===== config.mk =====
export PLATFORM = sky130hd
export DESIGN_NAME = sram_port_arbiter
export DESIGN_NICKNAME = d
export VERILOG_FILES = /design/src/rtl/sram_arb_pkg.sv /design/src/rtl/sram_rd_tag_pipe.sv /design/src/rtl/sram_port_arbiter.sv
export SDC_FILE = /design/constraint.sdc
export NUM_CORES = 1
export LEC_CHECK = 0
export CAP_MARGIN = 20
export CORE_MARGIN = 4
export CORE_UTILIZATION = 41
export DETAILED_ROUTE_END_ITERATION = 12
export HOLD_SLACK_MARGIN = 0.02
export PLACE_DENSITY = 0.79
export SYNTH_ARGS = -nofsm -noshare
export SYNTH_HDL_FRONTEND = slang
export SYNTH_SLANG_ARGS = --single-unit

===== constraint.sdc =====
create_clock -name clk -period 2.1 [get_ports clk]
set_input_delay 0.42 -clock clk [delete_from_list [all_inputs] [get_ports clk]]
set_output_delay 0.42 -clock clk [all_outputs]
set_load 0.01 [all_outputs]

===== src/rtl/sram_arb_pkg.sv =====
// rtl/sram_arb_pkg.sv - Shared types and widths for the SRAM port arbiter
package sram_arb_pkg;

    localparam int OS_ADDR_W = 12;
    localparam int OS_DATA_W = 16;

    localparam logic PORT_A = 1'b0;
    localparam logic PORT_B = 1'b1;

    typedef enum logic [1:0] {
        OWN_NONE,
        OWN_A,
        OWN_B
    } owner_t;

    typedef struct packed {
        logic valid;
        logic port;
    } rd_tag_t;

endpackage


===== src/rtl/sram_rd_tag_pipe.sv =====
// rtl/sram_rd_tag_pipe.sv - Shift register of read tags that follows each read to its data return
module sram_rd_tag_pipe
    import sram_arb_pkg::*;
#(
    parameter int DEPTH = 2
) (
    input  logic    clk,
    input  logic    rst,
    input  rd_tag_t tag_in,
    output rd_tag_t tag_out,
    output logic    any_valid
);

    rd_tag_t [DEPTH-1:0] stages;

    always_ff @(posedge clk) begin
        if (rst) begin
            stages <= '0;
        end else begin
            stages <= {stages[DEPTH-2:0], tag_in};
        end
    end

    assign tag_out = stages[DEPTH-1];

    always_comb begin
        any_valid = 1'b0;
        for (int i = 0; i < DEPTH; i++) begin
            any_valid = any_valid | stages[i].valid;
        end
    end

endmodule


===== src/rtl/sram_port_arbiter.sv =====
// rtl/sram_port_arbiter.sv - Round-robin arbiter with burst lock sharing the on-chip SRAM port
module sram_port_arbiter
    import sram_arb_pkg::*;
#(
    parameter int READ_LAT  = 1,
    parameter int MAX_BURST = 16
) (
    input  logic                 clk,
    input  logic                 rst,
    input  logic                 a_req,
    input  logic                 a_we,
    input  logic                 a_lock,
    input  logic [OS_ADDR_W-1:0] a_addr,
    input  logic [OS_DATA_W-1:0] a_wdata,
    output logic                 a_gnt,
    output logic                 a_rvalid,
    output logic [OS_DATA_W-1:0] a_rdata,
    input  logic                 b_req,
    input  logic                 b_we,
    input  logic                 b_lock,
    input  logic [OS_ADDR_W-1:0] b_addr,
    input  logic [OS_DATA_W-1:0] b_wdata,
    output logic                 b_gnt,
    output logic                 b_rvalid,
    output logic [OS_DATA_W-1:0] b_rdata,
    output logic [OS_ADDR_W-1:0] OSAdd,
    output logic                 OSRead,
    output logic                 OSWrite,
    output logic [OS_DATA_W-1:0] OSDataout,
    input  logic [OS_DATA_W-1:0] OSDatain,
    output logic                 busy
);

    localparam logic [7:0] BURST_CAP = 8'(MAX_BURST);

    owner_t               owner, owner_nxt, winner;
    logic                 last_b, last_b_nxt;
    logic [7:0]           burst_cnt, burst_cnt_nxt;
    logic                 grant_a, grant_b, grant_any;
    logic                 sel_we;
    logic [OS_ADDR_W-1:0] sel_addr;
    logic [OS_DATA_W-1:0] sel_wdata;
    rd_tag_t              tag_in, tag_out;

    always_ff @(posedge clk) begin
        if (rst) begin
            owner     <= OWN_NONE;
            last_b    <= 1'b1;
            burst_cnt <= '0;
        end else begin
            owner     <= owner_nxt;
            last_b    <= last_b_nxt;
            burst_cnt <= burst_cnt_nxt;
        end
    end

    // Locked owner keeps the port until the cap, but only while the other side waits.
    always_comb begin
        grant_a       = 1'b0;
        grant_b       = 1'b0;
        winner        = OWN_NONE;
        owner_nxt     = owner;
        last_b_nxt    = last_b;
        burst_cnt_nxt = burst_cnt;
        if (!rst) begin
            if (owner == OWN_A && a_req && a_lock && (burst_cnt < BURST_CAP || !b_req)) begin
                grant_a = 1'b1;
            end else if (owner == OWN_B && b_req && b_lock && (burst_cnt < BURST_CAP || !a_req)) begin
                grant_b = 1'b1;
            end else if (a_req && b_req) begin
                grant_a = last_b;
                grant_b = !last_b;
            end else begin
                grant_a = a_req;
                grant_b = b_req;
            end
        end
        if (grant_a || grant_b) begin
            winner     = grant_b ? OWN_B : OWN_A;
            last_b_nxt = grant_b;
            if (winner == owner) begin
                if (burst_cnt < BURST_CAP) begin
                    burst_cnt_nxt = burst_cnt + 8'd1;
                end
            end else begin
                owner_nxt     = winner;
                burst_cnt_nxt = 8'd1;
            end
        end
    end

    assign a_gnt     = grant_a;
    assign b_gnt     = grant_b;
    assign grant_any = grant_a | grant_b;
    assign sel_we    = grant_b ? b_we    : a_we;
    assign sel_addr  = grant_b ? b_addr  : a_addr;
    assign sel_wdata = grant_b ? b_wdata : a_wdata;

    always_ff @(posedge clk) begin
        if (rst) begin
            OSRead    <= 1'b0;
            OSWrite   <= 1'b0;
            OSAdd     <= '0;
            OSDataout <= '0;
        end else if (grant_any) begin
            OSRead    <= !sel_we;
            OSWrite   <= sel_we;
            OSAdd     <= sel_addr;
            OSDataout <= sel_wdata;
        end else begin
            OSRead  <= 1'b0;
            OSWrite <= 1'b0;
        end
    end

    assign tag_in.valid = grant_any && !sel_we;
    assign tag_in.port  = grant_b;

    // The tag reaches the last stage in the cycle OSDatain carries its data.
    sram_rd_tag_pipe #(
        .DEPTH(READ_LAT + 1)
    ) u_tag_pipe (
        .clk      (clk),
        .rst      (rst),
        .tag_in   (tag_in),
        .tag_out  (tag_out),
        .any_valid(busy)
    );

    always_ff @(posedge clk) begin
        if (rst) begin
            a_rvalid <= 1'b0;
            b_rvalid <= 1'b0;
            a_rdata  <= '0;
            b_rdata  <= '0;
        end else begin
            a_rvalid <= tag_out.valid && tag_out.port == PORT_A;
            b_rvalid <= tag_out.valid && tag_out.port == PORT_B;
            if (tag_out.valid && tag_out.port == PORT_A) begin
                a_rdata <= OSDatain;
            end
            if (tag_out.valid && tag_out.port == PORT_B) begin
                b_rdata <= OSDatain;
            end
        end
    end

endmodule


==> impl_summary.md, run 1 <==
Outcome
The flow ran to the end, but the final reports show violations. The checks that failed: setup timing.

Detailed routing
Before antenna repair, the detailed router went through 5 iterations. Detailed routing inserted a total of about 3200 vias. The final layout contains routed wiring with a total length of around 9.5 mm. The detailed router finished its first iteration with 80 violations.

Dividing the detail-routed via count by the number of cells gives between 5 and 6. The count of nets left with antenna violations once routing finished came out at 0. After detailed routing, the average wire length per cell comes to 15.0 um. The DRC violation count after routing is 0.

Logic synthesis
The average instance in the mapped netlist occupies around 9 um2. Multiplexer cells account for under 10% of the synthesized area. The largest total area in the synthesized netlist belongs to dfxtp_1. The cell area after synthesis is about 0.0032 mm2.

The compound-cell area share of the yosys netlist is between 10% and 20%. In the synthesized netlist, the cells that appear most often are 79 x dfxtp_1, 72 x nand2_1, 39 x nor2_1, 34 x a21oi_1, 29 x mux2i_1. In the post-synthesis netlist, the cell with the most instances is dfxtp_1. By area the synthesized netlist is led by dfxtp_1 49%, mux2i_1 9.0%, nand2_1 8.4%, a211oi_1 6.5%, a21oi_1 5.3%.

The share of synthesized area in the top cell type comes to between 40 and 50%. The post-synthesis instance total is 364. Counting flops with a built-in enable in the synthesized netlist gives 0.

The synthesized netlist devotes less than 1% of its cell area to adder and majority cells. The post-synthesis sequential area ratio is 49.3%. The dominant combinational cell family by area after synthesis is simple AND/OR/NAND/NOR gates. The distinct cell type count after synthesis is 45. For this run, the number of Yosys warnings is 0. When the netlist entered floorplanning its net count stood at ~450.

The fraction of the mapped netlist area in simple logic gates is between 10% and 20%. For this run, the leading register cell type out of synthesis is dfxtp_1. The proportion of synthesized flip-flops having asynchronous set or reset is 0%. After Yosys synthesis, XOR and XNOR cells account for 0% of the synthesized area.

In this run, synthesis produced a sequential element count of 79.

Critical path
The startpoint class of the critical path is an input port. STA puts the critical path data required time at approximately 2400 ps. Traced cell by cell, the critical path runs through clkdlybuf4s50_1 > and4b_2 > a21bo_2 > buf_4 > o32a_1 > or4_4 > a21oi_2.

The stage delay of the slowest cell on the critical path is 520 ps. The number of buffers and inverters on the critical path is 2. The worst setup path is of the in2reg kind.

STA classifies the critical path endpoint as a flip-flop. Along the worst path, the maximum fanout reaches 4. On the critical path the largest part of the delay comes from simple AND/OR/NAND/NOR gates. The worst-case register-to-register setup slack is 30 ps. The library cell contributing the largest single delay on the critical path is or4_4. Data arrives at the worst endpoint at approximately 2400 ps.

Floorplanning
The floorplan step set the die width to approximately 96 um. In this run the count of I/O pins placed on the die edge is 147. The floorplan die height is between 90 and 100 um. The number of rows in the core area is 31.

The die covers 0.00931 mm2. The initial cell density of the core is 43.1%. The total area inside the core boundary comes to 0.00745 mm2.

Power
IR analysis of the VDD net gives a maximum drop of around 330 uV. Summed over all cells, the static leakage comes to ~0.0020 uW. The ratio of total power to cell area is approximately 680 mW/mm2.

CTS
The longest clock path from root to sink contains 2 buffers. In this run, CTS created clock tree buffers numbering 9. The clock net in this run drives a total of 79 sinks. At the later pin of the worst-skew pair, clock insertion delay measures approximately 350 ps.

After clock tree synthesis, the clock-pin slew on the worst setup and hold paths is 90 ps. The number of levels in the clock H-tree is 3. The root buffer cell is clkbuf_8. TritonCTS built the clock tree.

Timing
The final-report max-slew violation count is 0. The ratio of final minimum period to clock period is 100%. Setup repair after global routing could not meet its margin everywhere.

The transition at the pin with the smallest max-transition slack is 694 ps. On the final layout, the worst clock skew is 12.4 ps. The maximum clock rate is roughly 470 MHz. The worst-case setup margin in the final layout is -8.04 ps. Headroom to the max-slew limit came out at a little over half.

The final total negative setup slack is -8.04 ps. The final-report hold violation count is 0. On the final layout, the worst hold slack is approximately 440 ps.

Setup violations remaining at the end of the flow were counted as 1. The worst path in the final design needs a cycle of 2110 ps, including I/O delays and setup.

Place
The sum of net half-perimeters after detailed placement is ~6.7 mm. The last weighted congestion value of the routability-driven placer is 0.916. Port buffering added about 150 buffers. The minimum setup slack after placement is -426 ps.

Cells and area
Counting the fill cells in the layout gives 600. The area added between synthesis and finish is 64.0%. The share of layout cells above drive strength 1 is between 10% and 20%. 0 antenna diodes ended up in the layout. The utilization after layout is between 70 and 80%. The final layout contains 609 nets.

Global routing
In the global route stage, overall resource usage came out at between 10% and 20%. Global routing finished with a remaining overflow of 0. Entering global routing, the biggest net connects 66 pins. The via count of the first global-routing pass is between 3000 and 4000. The number of antenna violations at the first check in global routing came to 0. The first global-routing pass estimated about 14 mm of wire.

Job
Across the run, the number of max-cap violations was 0.

Hold path
The worst hold path class is reg2reg.
where the power goes:
group / switching, uW / leakage (uW) / internal [uW] / total [uW]
Clock: 551 / 0.000112 / 698 / 1250
Sequential: 52.6 / 0.000648 / 1580 / 1630
Combinational: 287 / 0.00125 / 415 / 701
Total: 890 / 0.00201 / 2690 / 3580
cells by family after synthesis:
group | count (synthesis)
mux | 29
simple gates | 138
fa+ha+maj | 1
compound gates | 87
buf+inv | 30
flops | 79
per-stage QoR:
step	instance area, um2	std cells	power [uW]
2_1_floorplan	3210	364	1940
3_3_place_gp	4890	610	2320
3_5_place_dp	4890	610	2340
4_1_cts	5170	629	3600
5_1_grt	5260	631	3740
6_report	5260	631	3580
registers in the layout, summed over array words and instances, names as in the netlist:
register / flops
owner: 2
a_rvalid: 1
last_b: 1
OSWrite: 1
b_rvalid: 1
OSAdd: 12
b_rdata: 16
a_rdata: 16
burst_cnt: 8
u_tag_pipe.tag_out: 2
OSRead: 1
u_tag_pipe.stages: 2
OSDataout: 16
placed cells by master (no fill, tap or decap), types with 2 or more instances in the layout:
cell,instances
nand2_1,72
and2_1,4
dfxtp_1,76
inv_1,4
buf_4,29
nor2b_1,4
buf_6,2
clkdlybuf4s50_1,141
dlygate4sd2_1,2
a32o_1,2
o21ai_0,4
a211oi_1,26
clkbuf_8,10
nor3_1,3
buf_2,2
clkinv_4,2
bufinv_16,2
a31oi_1,2
nand3_1,3
mux2i_1,28
a211oi_2,2
o32a_1,2
a21oi_1,33
nand2b_1,2
dfxtp_4,2
nor2_1,38
what timing repair did:
action | 4_1_cts | 5_1_grt
gates cloned | 0 | 1
gates resized for setup | 20 | 14
setup endpoints to repair | 9 | 31
pin swaps | 7 | 9
setup buffers | 5 | 1
hold buffers | 0 | 0
area by class of cell:
| class | instances | area, um2 | area share, % |
|---|---|---|---|
| Multi-Input combinational cell | 255 | 1590 | 30.1 |
| Tap cell | 99 | 124 | 2.35 |
| Clock inverter | 5 | 82.6 | 1.57 |
| Inverter | 5 | 18.8 | 0.357 |
| Clock buffer | 10 | 138 | 2.62 |
| Sequential cell | 79 | 1590 | 30.2 |
| Timing Repair Buffer | 178 | 1720 | 32.8 |
layer usage:
layer | GRT usage (%) | wire length (um)
met1 | 22.6 | 3780
met3 | 8.83 | 1030
met4 | 6.89 | 117
met5 | 0 | 0
met2 | 33.0 | 4530
worst paths after layout:
check / startpoint / endpoint / cells after the start
worst max-delay path: b_lock / burst_cnt[2]$_SDFFE_PP0P_ / 7
worst min-delay path: u_tag_pipe.stages[0]$_SDFF_PP0_ / u_tag_pipe.tag_out[0]$_SDFF_PP0_ / 1
worst min register to register: u_tag_pipe.stages[0]$_SDFF_PP0_ / u_tag_pipe.tag_out[0]$_SDFF_PP0_ / 1
worst max register to register: owner[0]$_SDFFE_PP0P_ / burst_cnt[2]$_SDFFE_PP0P_ / 6
Note: power is estimated with default switching activity, not from simulation.
==> run 2: changes to the inputs <==
CORE_UTILIZATION = 44   (was 41)
PLACE_DENSITY = 0.84   (was 0.79)
clock period = 2.5 ns   (was 2.1 ns; I/O delays follow)
==> run 2 against run 1 <==
Against the previous run: the flow now finishes without violations; clock power decreased by 14%; total power is 16% lower; sequential share of layout area is 0.87 points higher.
==> impl_summary.md, run 2 (same netlist as run 1, synthesis figures left out) <==
Outcome
Status: completed (was finished with violations).

Critical path
The maximum fanout along the worst path is 4 (unchanged). The required arrival time at the worst endpoint is 2000 ps (was 2390 ps). The worst-case reg-to-reg path depth was 8 (was 6). The startpoint class of the critical path is an input port (unchanged). The critical path capture point type is an output pin (was flip-flop).

The beginning of the worst register-to-register path is burst_cnt[5]$_SDFFE_PP0P_ (was owner[0]$_SDFFE_PP0P_). The worst-case register-to-register setup slack is 260 ps (was 30 ps). The class of the most critical setup path was in2out (was in2reg). The critical path data arrival time was 1900 ps (was 2400 ps).

The endpoint of the worst register-to-register path is burst_cnt[0]$_SDFFE_PP0P_ (was burst_cnt[2]$_SDFFE_PP0P_).

Hold path
The worst hold path startpoint is u_tag_pipe.stages[0]$_SDFF_PP0_ (unchanged). The count of cells along the worst hold path was 1 (unchanged). The worst hold path class is reg2reg (unchanged). The end point of the worst hold path is u_tag_pipe.tag_out[0]$_SDFF_PP0_ (unchanged).

Floorplanning
The placeable core region was 0.00694 mm2 (was 0.00745 mm2). The number of rows in the core area is 30 (was 31). The number of top-level design ports is 147 (unchanged). The die outline width is 93.4 um (was 96.5 um).

The floorplan die area is 0.00872 mm2 (was 0.00931 mm2). The initial cell density of the core is 46.2% (was 43.1%). The floorplan die height came to 93.4 um (was 96.5 um).

Power
The ratio of total power to cell area is 589 mW/mm2 (was 681 mW/mm2). The sum of internal, switching and leakage power is 3000 uW (was 3580 uW). The leakage power is 0.00193 uW (was 0.00201 uW).

The peak ir drop on the vdd network is 309 uV (was 327 uV).

Global routing
The pin count of the biggest net entering global routing came to 65 (was 66). The overall fraction of global-route tracks in use came to 21.0% (was 19.9%). The aggregate global routing overflow is 0 (unchanged). The via count of the first global-routing pass is 3157 (was 3117). The first-pass GRT wire length came to 14.6 mm (was 14.4 mm).

The number of antenna violations at the first check in global routing is 0 (unchanged).

Timing
The transition at the pin with the smallest max-transition slack is 690 ps (was 694 ps). Unrepaired setup endpoints after global routing: no (was yes). The worst relative slew slack is 54.0% (was 53.7%). The ratio of final minimum period to clock period is between 90% and 100%. The final count of negative-setup-slack endpoints came to 0 (was 1). The worst hold slack after final layout was 439 ps (was 441 ps). Based on the critical path, the design can be clocked at up to ~420 MHz.

The final total negative setup slack came to 0 ps (was -8.04 ps). The final-report max-slew violation count was 0 (unchanged). Counting I/O delays and the setup requirement, the final critical path takes about 2400 ps.

The final clock skew came to 12.6 ps (was 12.4 ps). The final-report hold violation count is 0 (unchanged).

Detailed routing
The number of DRC violations after detailed-routing iteration 0 is 135 (was 80). The detailed-route via count came to 3193 (was 3228). The total wire length is 9.23 mm (was 9.46 mm). The length of the first detailed-routing pass in iterations came to 4 (was 5). The DRC violation count after routing came to 0 (unchanged). The detailed-route vias per instance was 5.18 (was 5.12). The post-detailed-route count of antenna-violating nets is 0 (unchanged).

The routed wire length per instance is 15.0 um (about the same).

CTS
The post-CTS clock slew at the launch and capture registers of the worst setup and hold paths is 80 ps (was 90 ps). The root buffer cell is clkbuf_8 (unchanged). The clock tree from TritonCTS is built (unchanged). The maximum number of buffers from clock root to sink came to 2 (unchanged). The hold buffer count at cts is 0 (unchanged). The number of sinks handled by clock tree synthesis is 79 (unchanged). The number of levels in the clock H-tree is 3 (unchanged). The number of buffers created by CTS is 9 (unchanged). The latest clock arrival within the worst-skew pair is 340 ps (was 350 ps).

Place
The last weighted congestion value of the routability-driven placer is 0.920 (was 0.916). The instance area at placement came to 0.00483 mm2 (was 0.00489 mm2). The sum of net half-perimeters after detailed placement came to 6.77 mm (was 6.69 mm). The number of port buffers is 146 (unchanged).

Cells and area
The number of nets at the end of the flow is 596 (was 609). Regs by FF count: OSDataout (16), a_rdata (16), b_rdata (16) (unchanged). The utilization after layout is 73.3% (was 70.7%).

The area added between synthesis and finish is 58.5% (was 64.0%). The leading cell type in the layout, fill and taps excluded is clkdlybuf4s50_1 (unchanged). Most frequent cells in the layout: 142 x clkdlybuf4s50_1, 79 x dfxtp_1, 72 x nand2_1 (was 141 x clkdlybuf4s50_1, 76 x dfxtp_1, 72 x nand2_1).

The share of layout cells above drive strength 1 is 8.85% (was 14.3%). The post-route cell area is 0.00509 mm2 (was 0.00526 mm2). The final-layout fill cell count was 500 (was 600). The antenna diode count is 0 (unchanged).

Job
The number of maximum-capacitance violations is 0 (unchanged).
[run 2: layout make-up]
cell class	instances	area [um2]	area share, %
inverter	5	18.8	0.369
timing repair buffer	165	1610	31.7
clock buffer	10	138	2.71
sequential	79	1580	31.1
tap	96	120	2.36
clock inverter	6	92.6	1.82
multi-input combinational	255	1530	30.0
[run 2: what timing repair did]
action                                 4_1_cts  5_1_grt
setup endpoints to repair                    2        1
gates resized for setup                      4        2
buffers inserted                             0        1
endpoints found under the hold margin        0        0
pin swaps                                    0        1
[run 2: worst max path at each step]
| stage | startpoint | end | slack [ps] | cells past startpoint |
|---|---|---|---|---|
| detailed placement | a_req | b_gnt | -200 | 6 |
| global placement | b_req | b_gnt | -160 | 6 |
| floorplan | rst | b_gnt | 510 | 6 |
| finish | b_req | b_gnt | 100 | 6 |
| CTS | burst_cnt[7]$_SDFFE_PP0P_ | b_gnt | 60 | 5 |
| global route | b_req | b_gnt | 10 | 6 |
[run 2: power by group]
group / switching (uW) / internal [uW]
sequential: 42.4 / 1330
combinational: 230 / 327
clock: 473 / 595
total: 746 / 2250
[run 2: worst max-delay path: stages]
cell             delay [ps]
clkdlybuf4s50_1         510
and4b_1                 270
a21o_1                  180
nand2b_2                 70
inv_1                    70
dlygate4sd2_1           310
[run 2: metal layers]
layer,track usage (%),share of wire (%)
met5,0,0
met4,9.16,2.2
met3,6.36,9.3
met2,35.1,47
met1,24.7,41
[run 2: through the flow]
stage / setup slack, ps / std cells
floorplan: 513 / 364
global placement: -156 / 599
detailed placement: -198 / 599
CTS: 62.9 / 615
global route: 13.1 / 616
finish: 97.0 / 616
